[src/rtl/apb_master_ctrl.sv]
// APB master stage: runs one SETUP/ACCESS sequence per accepted bridge request.
// Latency: accept at edge N, SETUP N+1, ACCESS N+2, rsp_valid N+3 plus one cycle per wait state.
// Backpressure: req_ready only in IDLE; requests offered while busy are left with the upstream side.
module apb_master_ctrl #(
    parameter int DSIZE   = 32,
    parameter int ASIZE   = 32,
    parameter int TIMEOUT = 16
) (
    input  logic             Pclk,
    input  logic             Preset,
    input  logic             req_valid,
    output logic             req_ready,
    input  logic             req_write,
    input  logic [ASIZE-1:0] req_addr,
    input  logic [DSIZE-1:0] req_wdata,
    output logic             rsp_valid,
    output logic [DSIZE-1:0] rsp_rdata,
    output logic             rsp_err,
    output logic             Psel,
    output logic             Penable,
    output logic             Pwrite,
    output logic [ASIZE-1:0] Paddr,
    output logic [DSIZE-1:0] Pwdata,
    input  logic [DSIZE-1:0] Prdata,
    input  logic             Pready,
    input  logic             Pslverr
);

    localparam int CW = (TIMEOUT > 0) ? $clog2(TIMEOUT + 1) : 1;
    localparam logic [CW-1:0] TLIM = (TIMEOUT > 0) ? CW'(TIMEOUT - 1) : '0;

    localparam logic [1:0] IDLE   = 2'd0;
    localparam logic [1:0] SETUP  = 2'd1;
    localparam logic [1:0] ACCESS = 2'd2;

    logic [1:0]    state;
    logic [CW-1:0] tcnt;
    logic          timeout_hit;

    // A zero TIMEOUT leaves the slave free to stall indefinitely.
    always_comb begin
        timeout_hit = 1'b0;
        if (TIMEOUT != 0)
            timeout_hit = !Pready && (tcnt == TLIM);
    end

    assign Psel      = (state == SETUP) || (state == ACCESS);
    assign Penable   = (state == ACCESS);
    assign req_ready = (state == IDLE) && !Preset;

    always_ff @(posedge Pclk) begin
        if (Preset) begin
            state     <= IDLE;
            tcnt      <= '0;
            rsp_valid <= 1'b0;
            rsp_rdata <= '0;
            rsp_err   <= 1'b0;
            Pwrite    <= 1'b0;
            Paddr     <= '0;
            Pwdata    <= '0;
        end else begin
            rsp_valid <= 1'b0;
            case (state)
                IDLE: begin
                    if (req_valid) begin
                        Pwrite <= req_write;
                        Paddr  <= req_addr;
                        Pwdata <= req_wdata;
                        state  <= SETUP;
                    end
                end
                SETUP: begin
                    tcnt  <= '0;
                    state <= ACCESS;
                end
                ACCESS: begin
                    if (Pready) begin
                        state     <= IDLE;
                        rsp_valid <= 1'b1;
                        rsp_err   <= Pslverr;
                        rsp_rdata <= Pwrite ? '0 : Prdata;
                    end else if (timeout_hit) begin
                        state     <= IDLE;
                        rsp_valid <= 1'b1;
                        rsp_err   <= 1'b1;
                        rsp_rdata <= '0;
                    end else if (tcnt != '1) begin
                        // saturate rather than wrap when the timeout is disabled
                        tcnt <= tcnt + 1'b1;
                    end
                end
                default: state <= IDLE;
            endcase
        end
    end

endmodule

[config.mk]
export PLATFORM = sky130hd
export DESIGN_NAME = apb_master_ctrl
export DESIGN_NICKNAME = d
export VERILOG_FILES = /design/src/rtl/apb_master_ctrl.sv
export SDC_FILE = /design/constraint.sdc
export NUM_CORES = 1
export LEC_CHECK = 0
export CAP_MARGIN = 10
export CORE_MARGIN = 1
export CORE_UTILIZATION = 36
export CTS_BUF_LIST = sky130_fd_sc_hd__clkbuf_8
export DETAILED_ROUTE_END_ITERATION = 8
export PLACE_DENSITY = 0.78
export REMOVE_ABC_BUFFERS = 1
export SYNTH_ARGS = -nofsm -noshare
export SYNTH_HDL_FRONTEND = slang
export SYNTH_SLANG_ARGS = --single-unit
[constraint.sdc]
create_clock -name Pclk -period 2.08 [get_ports Pclk]
set_clock_uncertainty 0.2 [all_clocks]
set_input_delay 0.52 -clock Pclk [delete_from_list [all_inputs] [get_ports Pclk]]
set_output_delay 0.52 -clock Pclk [all_outputs]
set_load 0.1 [all_outputs]
==> results.sh, run 1 <==
export IMPL_cp_start_kind="flip-flop"
export IMPL_yosys_cell_types_count=25
export IMPL_fp_dieW_um=105.1
export IMPL_dp_cells=772
export IMPL_syn2layout_area_growth_pct=92.25
export IMPL_end_kind="flip-flop"
export IMPL_wire_per_inst_um=15.43
export IMPL_maxCapViolCount=0
export IMPL_synth_top_cell_area_share=0.5544
export IMPL_drt_met1_wl_um=4876
export IMPL_wl_met3_um=913
export IMPL_cts_tree="built"
export IMPL_start_util=0.3707
export IMPL_first_iter_violations=228
export IMPL_diodes=0
export IMPL_synth_edff_count=0
export IMPL_dieHeight_um=105.1
export IMPL_clkLatencyLatePin_ns=0.35
export IMPL_p_comb_frac=0.419
export IMPL_grt_max_degree=107
export IMPL_rows=37
export IMPL_drc=0
export IMPL_required_ns=2.10
export IMPL_synth_top_cell_by_area="dfxtp_1"
export IMPL_grt_ovfl_total=0
export IMPL_dpl_hpwl_um=8970
export IMPL_track_usage=0.2161
export IMPL_drt_first_pass_iters=6
export IMPL_synth_most_common_cell="nand2_1"
export IMPL_numCtsBuffers=9
export IMPL_max_freq_ghz=0.4892
export IMPL_synth_area_per_cell_um2=8.468
export IMPL_wirelength_um=12190
export IMPL_nets=759
export IMPL_highest_layer="met4"
export IMPL_switching_share=0.3997
export IMPL_cellLeakagePower_nw=2.814
export IMPL_wl_met2_um=6162
export IMPL_status="finished clean"
export IMPL_ys_top_cells_by_count="nand2_1, dfxtp_1, a21oi_1"
export IMPL_ant_nets=0
export IMPL_syn_area_mm2=0.003827
export IMPL_worst_pin_slew_ns=0.4519
export IMPL_power_switching_mw=2.485
export IMPL_cts_max_path_buffers=2
export IMPL_drv_slew=0
export IMPL_cts_htree_levels=3
export IMPL_setup_viol=0
export IMPL_design_die_area_mm2=0.01105
export IMPL_coreArea_mm2=0.01032
export IMPL_cts_root_buf="clkbuf_8"
export IMPL_holdCritPathClass="flip-flop to flip-flop"
export IMPL_fin_ws_ns=0.03577
export IMPL_synth_area_top_cells="dfxtp_1, nand2_1, a21oi_1, a22oi_1, nor2_1"
export IMPL_clk_pin_slew_worst_paths_ns=0.11
export IMPL_place_congestion=0.8417
export IMPL_io_pins=204
export IMPL_instances_no_fill=790
export IMPL_power_per_cell_area_mw_per_mm2=844.9
export IMPL_min_period_ns=2.044
export IMPL_crit_fanout=4
export IMPL_io_buffers=203
export IMPL_synth_cells=452
export IMPL_clkPwrFrac=0.203
export IMPL_grt_pass1_vias=4028
export IMPL_clkSinkCount=106
export IMPL_seqPwrFrac=0.378
export IMPL_vias=3915
export IMPL_finalHoldViolations=0
export IMPL_ir_worst_vdd_mv=0.4277
export IMPL_seq_area_frac_synth=0.5544
export IMPL_slew_headroom=0.6987
export IMPL_drive_gt1_frac=0.2339
export IMPL_ys_async_sr_fraction=0
export IMPL_path_class="flip-flop to flip-flop"
export IMPL_antenna_found_initial=0
export IMPL_synth_ff_type="dfxtp_1"
export IMPL_finalCritPeriodShare=0.9828
export IMPL_arrival_ns=2.06
export IMPL_internal_power_mw=3.732
export IMPL_place_ws_ns=-0.07488
export IMPL_ys_seq_elements=106
export IMPL_yosysWarnings=0
export IMPL_grt_pass1_wl_um=19150
export IMPL_via_per_inst=4.956
[power by group through the flow]
stage / Combinational, mW / Sequential (mW) / Clock [mW]
6_report: 2.61 / 2.35 / 1.26
3_5_place_dp: 2.58 / 2.39 / 0
5_1_grt: 2.71 / 2.37 / 1.38
3_3_place_gp: 2.54 / 2.38 / 0
4_1_cts: 2.61 / 2.35 / 1.30
2_1_floorplan: 0.459 / 3.34 / 0
[registers in the layout, summed over array words and instances, names as in the netlist]
name       flops
rsp_valid      1
rsp_rdata     32
rsp_err        1
Pwdata        32
Pwrite         1
tcnt           5
Paddr         32
state          2
[final cells by class]
type | count | area [µm²]
sequential | 106 | 2126
clock inverter | 7 | 71.32
clock buffer | 9 | 123.9
timing repair buffer | 220 | 3266
inverter | 4 | 17.52
fill | 719 | 2965
multi-input combinational | 308 | 1584
tap | 136 | 170.2
[what timing repair did]
item / CTS / global route
pin swaps: 3 / 4
resized for setup: 8 / 8
hold buffers: 0 / 0
endpoints found under the setup margin: 6 / 30
endpoints found under the hold margin: 0 / 0
buffers inserted: 0 / 2
[logic make-up (layout without fill, tap and decap cells)]
group	Yosys count	in the layout	synth area share
flops	106	106	0.5544
buf+inv	38	240	0.04478
fa+ha+maj	8	8	0.02615
compound gates	111	111	0.1690
simple gates	189	189	0.2056
[placed cells by master, fill, tap and decap left out, drive strengths merged]
cell type,n
nand2,133
buf,120
dfxtp,106
clkdlybuf4s50,100
a21oi,71
nor2,34
a22oi,32
clkbuf,9
ha,8
inv,7
nand3,6
nand2b,5
o21ai,5
nor2b,3
a311oi,2
clkinv,2
and3,1
and2,1
or3b,1
nor3b,1
and3b,1
or4b,1
nor4b,1
a41oi,1
nor3,1
bufinv,1
clkinvlp,1
[per-layer routing]
| metal | track usage | up-vias |
|---|---|---|
| li1 | - | 1890 |
| met1 | 0.2383 | 1841 |
| met3 | 0.06550 | 17 |
| met4 | 0.07746 | 0 |
| met5 | 0 | - |
| met2 | 0.3898 | 167 |
[critical path, cell delays in order (launching register included)]
cell,delay [ns]
dfxtp_1,0.33
ha_2,0.17
and3_4,0.18
ha_1,0.20
buf_4,0.16
or3b_2,0.50
nand3_2,0.10
a21oi_1,0.06
[per-stage QoR]
step / utilization / setup TNS (ns) / cell area, µm² / hold WS [ns] / total power [mW]
floorplan: - / -41.07 / 3671 / 0.2346 / 3.802
global placement: 0.6877 / 0 / 7099 / 0.2689 / 4.917
detailed placement: 0.6877 / -0.8383 / 7099 / 0.2825 / 4.975
CTS: 0.7089 / -0.005467 / 7318 / 0.2983 / 6.256
global route: 0.7128 / -0.07686 / 7358 / 0.3206 / 6.458
finish: 0.7128 / 0 / 7358 / 0.2921 / 6.217
[path summary, 6_finish.rpt]
kind / to / cells past startpoint / slack, ns / from
setup / recovery: state[1]$_SDFFE_PP0P_ / 7 / 0.04 / tcnt[1]$_SDFFE_PP0P_
hold / removal: Pwdata[26]$_SDFFE_PP0P_ / 2 / 0.29 / Pwdata[26]$_SDFFE_PP0P_
setup reg to reg: state[1]$_SDFFE_PP0P_ / 7 / 0.04 / tcnt[1]$_SDFFE_PP0P_
hold reg to reg: Pwdata[26]$_SDFFE_PP0P_ / 2 / 0.29 / Pwdata[26]$_SDFFE_PP0P_
(Power assumes the default switching activity.)
==> run 2: changes to the inputs <==
- RECOVER_POWER: unset -> 25
- SETUP_SLACK_MARGIN: unset -> 0.3
==> results.sh, run 2 (synthesized netlist as in run 1, its figures left out) <==
export IMPL_status="finished clean"
export IMPL_grt_pass1_wl_um=20770
export IMPL_min_period_ns=1.998
export IMPL_finalCritPeriodShare=0.9607
export IMPL_via_per_inst=5.014
export IMPL_track_usage=0.2389
export IMPL_end_kind="flip-flop"
export IMPL_rows=37
export IMPL_vias=4056
export IMPL_cts_htree_levels=3
export IMPL_nets=778
export IMPL_wire_per_inst_um=16.85
export IMPL_fill_cells=724
export IMPL_path_class="flip-flop to flip-flop"
export IMPL_clk_pin_slew_worst_paths_ns=0.10
export IMPL_drc=0
export IMPL_antenna_found_initial=0
export IMPL_arrival_ns=2.03
export IMPL_wirelength_um=13640
export IMPL_cts_tree="built"
export IMPL_worstSetupEndpoint="tcnt[3]$_SDFFE_PP0P_"
export IMPL_grt_pass1_vias=4268
export IMPL_multiInputGateArea_mm2=0.001817
export IMPL_drv_slew=0
export IMPL_reg2reg_from="tcnt[1]$_SDFFE_PP0P_"
export IMPL_slew_headroom=0.6187
export IMPL_coreArea_mm2=0.01032
export IMPL_drt_first_pass_iters=4
export IMPL_dieHeight_um=105.1
export IMPL_first_iter_violations=157
export IMPL_power_switching_mw=2.509
export IMPL_final_area_mm2=0.007087
export IMPL_switching_share=0.4147
export IMPL_cts_max_path_buffers=2
export IMPL_drive_gt1_frac=0.3105
export IMPL_start_util=0.3707
export IMPL_ff2ff_path_depth=6
export IMPL_holdBufCountCts=0
export IMPL_rsz0062_at_grt="true"
export IMPL_ir_worst_vdd_mv=0.5066
export IMPL_place_congestion=0.8417
export IMPL_maxCapViolCount=0
export IMPL_startpoint="tcnt[1]$_SDFFE_PP0P_"
export IMPL_internal_power_mw=3.541
export IMPL_syn2layout_area_growth_pct=85.16
export IMPL_diodes=0
export IMPL_rrSetupSlack_ns=0.08
export IMPL_design_die_area_mm2=0.01105
export IMPL_max_freq_ghz=0.5004
export IMPL_crit_fanout=6
export IMPL_place_area_mm2=0.007099
export IMPL_register_area_mm2=0.002126
export IMPL_clkPwrFrac=0.210
export IMPL_clkSinkCount=106
export IMPL_hold_slack_ns=0.2556
export IMPL_finalHoldViolations=0
export IMPL_cp_start_kind="flip-flop"
export IMPL_setup_tns_ns=0
export IMPL_cellLeakagePower_nw=2.798
export IMPL_io_pins=204
export IMPL_final_cell_mix="nand2_1, dfxtp_1, clkdlybuf4s50_1, a21oi_1, buf_12"
export IMPL_worst_pin_slew_ns=0.5745
export IMPL_numCtsBuffers=9
export IMPL_ant_nets=0
export IMPL_r2r_end="tcnt[3]$_SDFFE_PP0P_"
export IMPL_holdCritPathClass="flip-flop to flip-flop"
export IMPL_reg_top3="Paddr (32), Pwdata (32), rsp_rdata (32)"
export IMPL_p_comb_frac=0.409
export IMPL_final_common_cell="nand2_1"
export IMPL_power_per_cell_area_mw_per_mm2=853.7
export IMPL_required_ns=2.11
export IMPL_cts_root_buf="clkbuf_8"
export IMPL_grt_ovfl_total=0
export IMPL_fp_dieW_um=105.1
export IMPL_seqPwrFrac=0.380
export IMPL_clkLatencyLatePin_ns=0.36
export IMPL_dpl_hpwl_um=8970
export IMPL_setup_viol=0
export IMPL_utilization=0.6865
export IMPL_p_total_mw=6.050
export IMPL_grt_max_degree=107
export IMPL_io_buffers=203
[run 2: cell count changes in the layout (fill, tap and decap cells not counted), sizes merged]
cell,change
buf,-32
clkbuf,+51
[run 2: how the worst min path moves through the flow]
stage / from / to / slack (ns) / depth (start not counted)
2_1_floorplan: tcnt[3]$_SDFFE_PP0P_ / tcnt[3]$_SDFFE_PP0P_ / 0.23 / 1
5_1_grt: Pwdata[28]$_SDFFE_PP0P_ / Pwdata[28]$_SDFFE_PP0P_ / 0.28 / 2
3_3_place_gp: tcnt[3]$_SDFFE_PP0P_ / tcnt[3]$_SDFFE_PP0P_ / 0.27 / 1
4_1_cts: Pwdata[0]$_SDFFE_PP0P_ / Pwdata[0]$_SDFFE_PP0P_ / 0.30 / 2
3_5_place_dp: tcnt[3]$_SDFFE_PP0P_ / tcnt[3]$_SDFFE_PP0P_ / 0.28 / 1
6_report: Pwdata[26]$_SDFFE_PP0P_ / Pwdata[26]$_SDFFE_PP0P_ / 0.26 / 2
[run 2: per-stage QoR]
stage                     setup slack, ns  cells
final                             0.08177    809
after global routing              0.04228    809
after CTS                         0.08258    802
after detailed placement         -0.07488    772
after global placement            0.02913    772
after floorplan                   -0.8601    418
[run 2: what timing repair did]
action / CTS / global route
setup endpoints to repair: 44 / 44
resized for setup: 57 / 14
hold endpoints to repair: 0 / 0
buffers inserted: 10 / 7
pin swaps: 13 / 5
cloned: 4 / 0
[run 2: cell type report]
type                            count  area share
Tap cell                          136     0.02401
Multi-Input combinational cell    308      0.2564
Sequential cell                   106      0.3000
Timing Repair Buffer              239      0.3897
Inverter                            4    0.002472
Clock buffer                        9     0.01748
Clock inverter                      7     0.01006
[run 2: routing by layer]
layer	up-vias	share of wire	GRT usage
met4	0	0.036	0.1066
li1	1928	-	-
met3	42	0.081	0.07486
met2	194	0.51	0.4475
met1	1892	0.37	0.2403
met5	-	0	0
[run 2: power groups by stage]
stage / logic, mW / clock network, mW / registers [mW]
final: 2.48 / 1.27 / 2.30
after global routing: 2.58 / 1.39 / 2.32
after CTS: 2.72 / 1.30 / 2.35
after detailed placement: 2.58 / 0 / 2.39
after global placement: 2.54 / 0 / 2.38
after floorplan: 0.459 / 0 / 3.34
[run 2: critical path: stages, from the launching register on]
cell and delay, ns:
dfxtp_2 0.35, ha_4 0.15, and3_4 0.19, ha_4 0.16
or4b_4 0.58, o21ai_2 0.14, a311oi_1 0.09
